**config.mk**
```make
export PLATFORM = sky130hd
export DESIGN_NAME = down_counter_ctrl
export DESIGN_NICKNAME = d
export VERILOG_FILES = /design/src/rtl/down_counter_ctrl.sv
export SDC_FILE = /design/constraint.sdc
export NUM_CORES = 1
export LEC_CHECK = 0
export ABC_AREA = 1
export ABC_CLOCK_PERIOD_IN_PS = 1700
export CAP_MARGIN = 25
export CORE_MARGIN = 5
export CORE_UTILIZATION = 40
export CTS_CLUSTER_SIZE = 40
export DETAILED_ROUTE_END_ITERATION = 10
export PLACE_DENSITY_LB_ADDON = 0.25
export SYNTH_ARGS = -nofsm -noshare
export SYNTH_HDL_FRONTEND = slang
export SYNTH_SLANG_ARGS = --single-unit
```
**constraint.sdc**
```tcl
create_clock -name clk -period 1.7 [get_ports clk]
set_input_delay 0.425 -clock clk [delete_from_list [all_inputs] [get_ports clk]]
set_output_delay 0.425 -clock clk [all_outputs]
set_load 0.03 [all_outputs]
```
**src/rtl/down_counter_ctrl.sv**
```systemverilog
// Down-counter with start/busy/done handshake, clock enable, abort and
// one-shot or auto-reload modes; also tallies completed passes (saturating).
module down_counter_ctrl #(
    parameter int WIDTH = 4,
    parameter int PW    = 8
) (
    input  logic             clk,
    input  logic             rst,
    input  logic             start,
    input  logic [WIDTH-1:0] n,
    input  logic             reload,
    input  logic             en,
    input  logic             abort,
    output logic [WIDTH-1:0] count,
    output logic             busy,
    output logic             tc,
    output logic             done,
    output logic [PW-1:0]    pass_cnt
);

    typedef enum logic [0:0] {
        ST_IDLE = 1'b0,
        ST_RUN  = 1'b1
    } state_t;

    localparam logic [WIDTH-1:0] CNT_ZERO = {WIDTH{1'b0}};
    localparam logic [WIDTH-1:0] CNT_ONE  = {{(WIDTH-1){1'b0}}, 1'b1};
    localparam logic [PW-1:0]    PASS_ZERO = {PW{1'b0}};
    localparam logic [PW-1:0]    PASS_ONE  = {{(PW-1){1'b0}}, 1'b1};
    localparam logic [PW-1:0]    PASS_MAX  = {PW{1'b1}};

    state_t           state_r,    state_s;
    logic [WIDTH-1:0] load_r,     load_s;
    logic [WIDTH-1:0] count_r,    count_s;
    logic             busy_r,     busy_s;
    logic             tc_r,       tc_s;
    logic             done_r,     done_s;
    logic [PW-1:0]    pass_cnt_r, pass_cnt_s;

    // State and output registers; reset wins over every other input.
    always_ff @(posedge clk) begin
        if (rst) begin
            state_r    <= ST_IDLE;
            load_r     <= CNT_ZERO;
            count_r    <= CNT_ZERO;
            busy_r     <= 1'b0;
            tc_r       <= 1'b0;
            done_r     <= 1'b0;
            pass_cnt_r <= PASS_ZERO;
        end else begin
            state_r    <= state_s;
            load_r     <= load_s;
            count_r    <= count_s;
            busy_r     <= busy_s;
            tc_r       <= tc_s;
            done_r     <= done_s;
            pass_cnt_r <= pass_cnt_s;
        end
    end

    // Next-state and next-output logic; tc/done default low so they pulse.
    always_comb begin
        state_s    = state_r;
        load_s     = load_r;
        count_s    = count_r;
        busy_s     = busy_r;
        tc_s       = 1'b0;
        done_s     = 1'b0;
        pass_cnt_s = pass_cnt_r;

        case (state_r)
            ST_IDLE: begin
                if (start && !abort) begin
                    pass_cnt_s = PASS_ZERO;
                    if (n != CNT_ZERO) begin
                        load_s  = n;
                        count_s = n;
                        busy_s  = 1'b1;
                        state_s = ST_RUN;
                    end else begin
                        done_s = 1'b1;
                    end
                end else begin
                    state_s = ST_IDLE;
                end
            end
            ST_RUN: begin
                if (abort) begin
                    state_s = ST_IDLE;
                    busy_s  = 1'b0;
                    count_s = CNT_ZERO;
                end else if (!en) begin
                    // Frozen: the pulse already emitted for this pass is not repeated.
                    state_s = ST_RUN;
                end else if (count_r > CNT_ONE) begin
                    count_s = count_r - CNT_ONE;
                end else if (count_r == CNT_ONE) begin
                    count_s = CNT_ZERO;
                    tc_s    = 1'b1;
                    if (pass_cnt_r != PASS_MAX) begin
                        pass_cnt_s = pass_cnt_r + PASS_ONE;
                    end else begin
                        pass_cnt_s = PASS_MAX;
                    end
                end else if (reload) begin
                    count_s = load_r;
                end else begin
                    state_s = ST_IDLE;
                    busy_s  = 1'b0;
                    done_s  = 1'b1;
                end
            end
            default: begin
                state_s = ST_IDLE;
                busy_s  = 1'b0;
                count_s = CNT_ZERO;
            end
        endcase
    end

    assign count    = count_r;
    assign busy     = busy_r;
    assign tc       = tc_r;
    assign done     = done_r;
    assign pass_cnt = pass_cnt_r;

endmodule

```
Word-level counts from Yosys, hierarchy flattened:

Cells that the tools add are included.

* $add $sub $neg: 2
* $lt $le $gt $ge: 1
* equality and inequality tests: 13
* muxes and demuxes: 40
* bitwise operators: 2
* reductions and logical operators: 8

Operator list (count)
* $mux 8: 6
* $mux 4: 7
* $mux 1: 22
* $pmux 8 s2: 1
* $ne 3x3->1 const B: 4
* $ne 2x2->1 const B: 5
* $add 8x1->8 const B: 1
* $ne 8x8->1 const B: 1
* $pmux 4 s2: 1
* $pmux 1 s2: 3
* $reduce_and 6->1: 1
* $ne 5x3->1 const B: 1
* $reduce_and 5->1: 1
* $reduce_or 5->1: 1
* $eq 4x1->1 const B: 1
* $gt 4x1->1 const B: 1
* $reduce_and 4->1: 1
* $reduce_bool 4->1: 1
* $sub 4x1->4 const B: 1
* $reduce_and 3->1: 1
* $ne 2x1->1 const B: 1
* $not 1->1: 2
* $logic_and 1x1->1: 1
* $logic_not 1->1: 1

* bits in registers: 20
* bits of input ports: 10
* output and inout port bits: 15
* logic and storage cells: 73

Depth between registers and ports, before layout:

Gate-level depths: netlist (run 1).

* depth after elaboration: 7
* depth in mapped cells: 10
* gate-level depth less buffers: 10

Worst setup path after synthesis (run 1):

Ideal clock, no wire load.

* path type: reg-to-reg
* start point: reg count_r[1] (netlist: count[1])
* end point: reg count_r[3] (netlist: count[3])
* setup time: 0.111 ns
* arrival: 1.485 ns
* required time: 1.589 ns
* slack: 0.104 ns
* stages on the path, launching flop included: 9
* buffers on the path: 0
* clock period less this slack: 1.596 ns
* cells stage by stage: dfxtp_1 -> inv_1 -> ha_1 -> nor2_1 -> nand3_2 -> nand2_4 -> nand2_1 -> nand2_1 -> nor2_1

* word-level cells in the longest chain between the ends: 6
* elaborated cells on any way between the ends: 10
* classes of those cells: add/sub (1); order compare (1); eq/ne (2); mux (5); reduce/logical (1)

Ends and longest elaborated chain
* start, declared: line 34 `logic [WIDTH-1:0] count_r, count_s;`
* start signal, assigned: line 53 `count_r <= count_s;`
* branches (longest 6 deep; another with $sub 4x1->4)

Several ways; the timed one is not identified. The select of a mux whose other input is x is not followed.
A chain may end at the register's enable or synchronous reset.

Final worst setup path (run 1):

* start point: reg count_r[2] (netlist: count[2])
* end point: out count[2]

RTL lines
* end, declared: line 14 `output logic [WIDTH-1:0] count,`

No word-level cell between the ends.

==> flow_summary.ini, run 1 <==
[outcome]
status = finished clean

[clocking]
cts_max_level = 1
cts_resized = 15
worstSkewPairLatency_ns = 0.31
clock_sinks = 20
tritoncts = yes
cts-buffers-inserted = 3
clockBufferDepth = 2
cts_setup_buffers = 0
ctsHoldBuffers = 0
root_buffer = clkbuf_4
path_clk_slew_ns = 0.12

[worst_setup_path]
critPathRequiredTime_ns = 1.27
worst-path-max-fanout = 4
worstPathCellList = dlygate4sd2_1
cpPeakStageDelay_ns = 0.42
critPathTopFamily = flip-flops
setup.worst_path.class = reg -> out
worstPathArrival_ns = 1.14
worst-path-buf-inv = 1
crit_path_start_kind = flop
slowest_stage = dfxtp_1
end_kind = output pin

[place]
dpl_cell_area_mm2 = 0.00159
hpwl_um = 2400
port_buffers = 24
dp_cells = 257
place.gp.congestion = 0.915

[final_layout]
syn2layout_area_growth_pct = 35.1
final_nets = 244
antenna_cells = 0
drive_gt1_frac = 0.157
fillers = 283
final_cell_mix = 66 x nand2_1, 23 x nor2_1, 20 x dfxtp_1
final_common_cell = nand2_1
fin_area_mm2 = 0.00161
final_cells = 261

[timing]
post-route-period-util = 0.918
period_needed_ns = 1.56
finalHoldViolCount = 0
rsz0062_at_grt = no
setup_viol = 0
skew_ns = 0.00572
fmax_mhz = 641
finalMaxSlewViolations = 0
worstMarginPinSlew_ns = 0.320
slew_headroom = 0.784

[power_and_ir_drop]
pwr-share-comb = 0.264
p_int_uw = 727
peakVddDrop_v = 0.000558
power_frac_clock = 0.266
p_leak_uw = 0.000793
seqPwrFrac = 0.470
p_sw_frac = 0.317
cellPowerDensity_mw_per_mm2 = 662
p_sw_uw = 338

[die]
chipHeight_um = 64.6
num_io_pins = 25
die_w_um = 64.6
initial_core_util = 0.425
core_area_mm2 = 0.00281
dieArea_mm2 = 0.00417
num_rows = 19

[global_routing]
antenna_found_initial = 0
overflow = 0
grt_pass1_vias = 1240
track_usage = 0.154
grt_max_degree = 12
grt_pass1_wl_um = 5260

[route]
viasPerCell = 5.00
wire_per_inst_um = 11.4
dr_wl_met2_um = 1380
antenna_left = 0
drt_iter0_drc = 44
wl_met1_um = 1420
totalWireLength_um = 2980
vias = 1305
drtPass1Iterations = 4
drc_errors = 0
topRoutingLayerUsed = met4
met3_wirelength_um = 168

[synthesis]
syn_nets = 200
yosysUniqueCellTypes = 19
synth_top_area_cell = dfxtp_1
syn-cell-area_mm2 = 0.00119
ys_ff_latch = 20
synth_top_area_frac = 0.336
yosysWarningCount = 0
avgSynthCellArea_um2 = 6.37
netlist_instances = 187
synth_area_leaders = dfxtp_1 34%, nand2_1 21%, nor2_1 7.2%
ys_seq_area_frac = 0.336

[worst_hold_path]
hold_path_class = reg -> reg

[job]
drv_cap = 0
## Yosys cell counts (all sizes together)
cell,number
inv,17
nand2,72
ha,3
a21oi,15
nor2,28
dfxtp,20
o21ai,9
nand4,3
nor3,1
nand3,18
clkbuf,1
## cell type report
type	count	area, µm²	share of cell area
Tap cell	31	38.8	0.0241
Inverter	17	63.8	0.0397
Multi-Input combinational cell	149	728	0.453
Timing Repair Buffer	40	342	0.212
Clock buffer	4	36.3	0.0226
Sequential cell	20	400	0.249
## power groups by stage
| stage | sequential (µW) | combinational [µW] | clock, µW |
|---|---|---|---|
| 2_1_floorplan | 533 | 154 | 0 |
| 3_3_place_gp | 511 | 280 | 0 |
| 4_1_cts | 501 | 280 | 295 |
| 5_1_grt | 503 | 311 | 304 |
| 3_5_place_dp | 512 | 287 | 0 |
| 6_report | 501 | 281 | 284 |
## metal layers
layer  global-route usage  up-vias
li1                     -      687
met1                0.197      579
met2                0.264       37
met3               0.0363        2
met4               0.0317        0
met5                    0        -
## worst min-delay path, delay by kind of cell (launching register included)
| family | cells | cell delay (ns) |
|---|---|---|
| compound gates | 1 | 0.05 |
| flops | 1 | 0.33 |
| simple gates | 1 | 0.06 |
## registers in the layout (all words and copies together) (netlist names)
signal and flops:
load_r 4, count 4, busy 1, pass_cnt 8, done 1, state_r 1, tc 1
## worst paths after layout
path	from	endpoint	slack, ns	depth (start not counted)
worst min register to register	busy	busy	0.47	2
worst min-delay path	busy	busy	0.47	2
worst max-delay path	count[2]	count[2]	0.14	1
worst max register to register	count[1]	pass_cnt[7]	0.15	8
## through the flow
step | hold slack [ns] | util | total power [µW] | worst slack [ns] | setup TNS, ns
finish | 0.472 | 0.574 | 1070 | 0.140 | 0
global placement | 0.453 | 0.566 | 791 | -0.124 | -0.919
floorplan | 0.440 | - | 686 | 0.104 | 0
detailed placement | 0.457 | 0.566 | 798 | -0.153 | -1.43
CTS | 0.471 | 0.572 | 1080 | 0.121 | 0
global route | 0.493 | 0.574 | 1120 | 0.0254 | 0
## logic make-up (layout without fill, tap and decap cells)
family,Yosys count,count (layout),synth area share
DFF,20,20,0.336
buffers and inverters,18,61,0.0567
and+or+nand+nor,122,122,0.475
adders and majority gates,3,3,0.0315
AOI/OAI and AO/OA,24,24,0.101
Power figures use the tool's default switching activity.
==> run 2: changes to the inputs <==
--- a/config.mk
+++ b/config.mk
@@ -6,7 +6,7 @@
 export NUM_CORES = 1
 export LEC_CHECK = 0
 export ABC_AREA = 1
-export ABC_CLOCK_PERIOD_IN_PS = 1700
+export ABC_CLOCK_PERIOD_IN_PS = 1400
 export CAP_MARGIN = 25
 export CORE_MARGIN = 5
 export CORE_UTILIZATION = 40
==> constraint.sdc (replaced) <==
create_clock -name clk -period 1.4 [get_ports clk]
set_input_delay 0.35 -clock clk [delete_from_list [all_inputs] [get_ports clk]]
set_output_delay 0.35 -clock clk [all_outputs]
set_load 0.03 [all_outputs]
==> flow_summary.ini, run 2 (synthesis results as in run 1) <==
[outcome]
status = finished clean

[clocking]
path_clk_slew_ns = 0.12
cts-buffers-inserted = 3
clock_sinks = 20
worstSkewPairLatency_ns = 0.30
root_buffer = clkbuf_4
cts_max_level = 1
clockBufferDepth = 2
tritoncts = yes

[route]
drt_iter0_drc = 48
drtPass1Iterations = 4
drc_errors = 0
wire_per_inst_um = 11.7
vias = 1295
totalWireLength_um = 3100
viasPerCell = 4.91
antenna_left = 0

[die]
dieArea_mm2 = 0.00417
chipHeight_um = 64.6
num_io_pins = 25
core_area_mm2 = 0.00281
num_rows = 19
initial_core_util = 0.425
die_w_um = 64.6

[global_routing]
grt_max_degree = 12
grt_pass1_wl_um = 5240
overflow = 0
grt_pass1_vias = 1207
antenna_found_initial = 0
track_usage = 0.154

[final_layout]
final_nets = 247
antenna_cells = 0
drive_gt1_frac = 0.300
largest_reg_flops = 8
fillers = 266
final_cells = 264
final_common_cell = nand2_1
syn2layout_area_growth_pct = 42.0
final_cell_mix = 62 x nand2_1, 29 x buf_4, 19 x nor2_1

[power_and_ir_drop]
seqPwrFrac = 0.450
total_power_uw = 1370
peakVddDrop_v = 0.000563
p_int_uw = 924
pwr-share-comb = 0.295
p_leak_uw = 0.000774
cellPowerDensity_mw_per_mm2 = 810
p_sw_frac = 0.325
p_sw_uw = 445
power_frac_clock = 0.255

[timing]
post-route-period-util = 0.958
final.setup.tns_ns = 0
skew_ns = 0.00528
rsz0062_at_grt = yes
setup_viol = 0
slew_headroom = 0.779
worstMarginPinSlew_ns = 0.327
finalMaxSlewViolations = 0
period_needed_ns = 1.34
finalHoldViolCount = 0
fmax_mhz = 746

[worst_setup_path]
critPathTopFamily = buffers and inverters
worstPathCellList = clkdlybuf4s15_1
worst-path-buf-inv = 1
end_kind = output pin
r2r_slack_ns = 0.09
slowest_stage = clkdlybuf4s15_1
crit_path_start_kind = flop
worst-path-max-fanout = 1
cpPeakStageDelay_ns = 0.36
setup.worst_path.class = reg -> out
worstPathArrival_ns = 0.99
critPathRequiredTime_ns = 1.05

[job]
drv_cap = 0

[place]
dp_cells = 259
place.gp.congestion = 0.918
port_buffers = 24
hpwl_um = 2450

[worst_hold_path]
hold_path_class = reg -> reg
-- run 2: power groups by stage --
stage          logic, µW  registers (µW)  clock network [µW]
3_5_place_dp         366             624                   0
6_report             404             616                 349
5_1_grt              447             620                 386
2_1_floorplan        194             649                   0
3_3_place_gp         358             622                   0
4_1_cts              381             613                 355
-- run 2: worst register-to-register path, cell delays in order (launching register included) --
cell and delay, ns:
dfxtp_2 0.35, inv_4 0.09, ha_4 0.18, nor2_4 0.05, nor2_2 0.14, nand3_2 0.15, nand2_4 0.11, nand2_1 0.05
nand2_1 0.05, nor2_1 0.05
-- run 2: routing by layer --
layer	up-vias	wire [µm]	global-route usage
met5	-	0	0
met4	0	13	0.0343
met3	2	101	0.0294
met2	18	1460	0.246
met1	581	1530	0.215
li1	694	-	-
-- run 2: path summary, 6_finish.rpt --
check	from	endpoint	cells past startpoint
hold / removal	busy	busy	2
setup / recovery	done	done	1
hold reg to reg	busy	busy	2
setup reg to reg	count[1]	count[3]	9
-- run 2: area by class of cell --
| class | instances | area (µm²) | area share |
|---|---|---|---|
| Multi-Input combinational cell | 149 | 793 | 0.469 |
| Sequential cell | 20 | 409 | 0.242 |
| Tap cell | 31 | 38.8 | 0.0229 |
| Timing Repair Buffer | 43 | 348 | 0.206 |
| Clock buffer | 4 | 36.3 | 0.0214 |
| Inverter | 17 | 66.3 | 0.0392 |
-- run 2: metrics by stage --
stage                     cell area, µm²  hold slack (ns)  utilization  setup slack (ns)
final                               1690            0.472        0.603            0.0593
after global routing                1690            0.499        0.603           -0.0157
after CTS                           1660            0.474        0.590           0.00272
after floorplan                     1210            0.440            -          -0.00417
after global placement              1590            0.452        0.567            -0.331
after detailed placement            1590            0.454        0.567            -0.401
-- run 2: repair_timing --
action,CTS,global route
buffers inserted,0,1
pin swaps,0,7
resized for setup,15,17
endpoints found under the setup margin,16,15
hold buffers,0,0
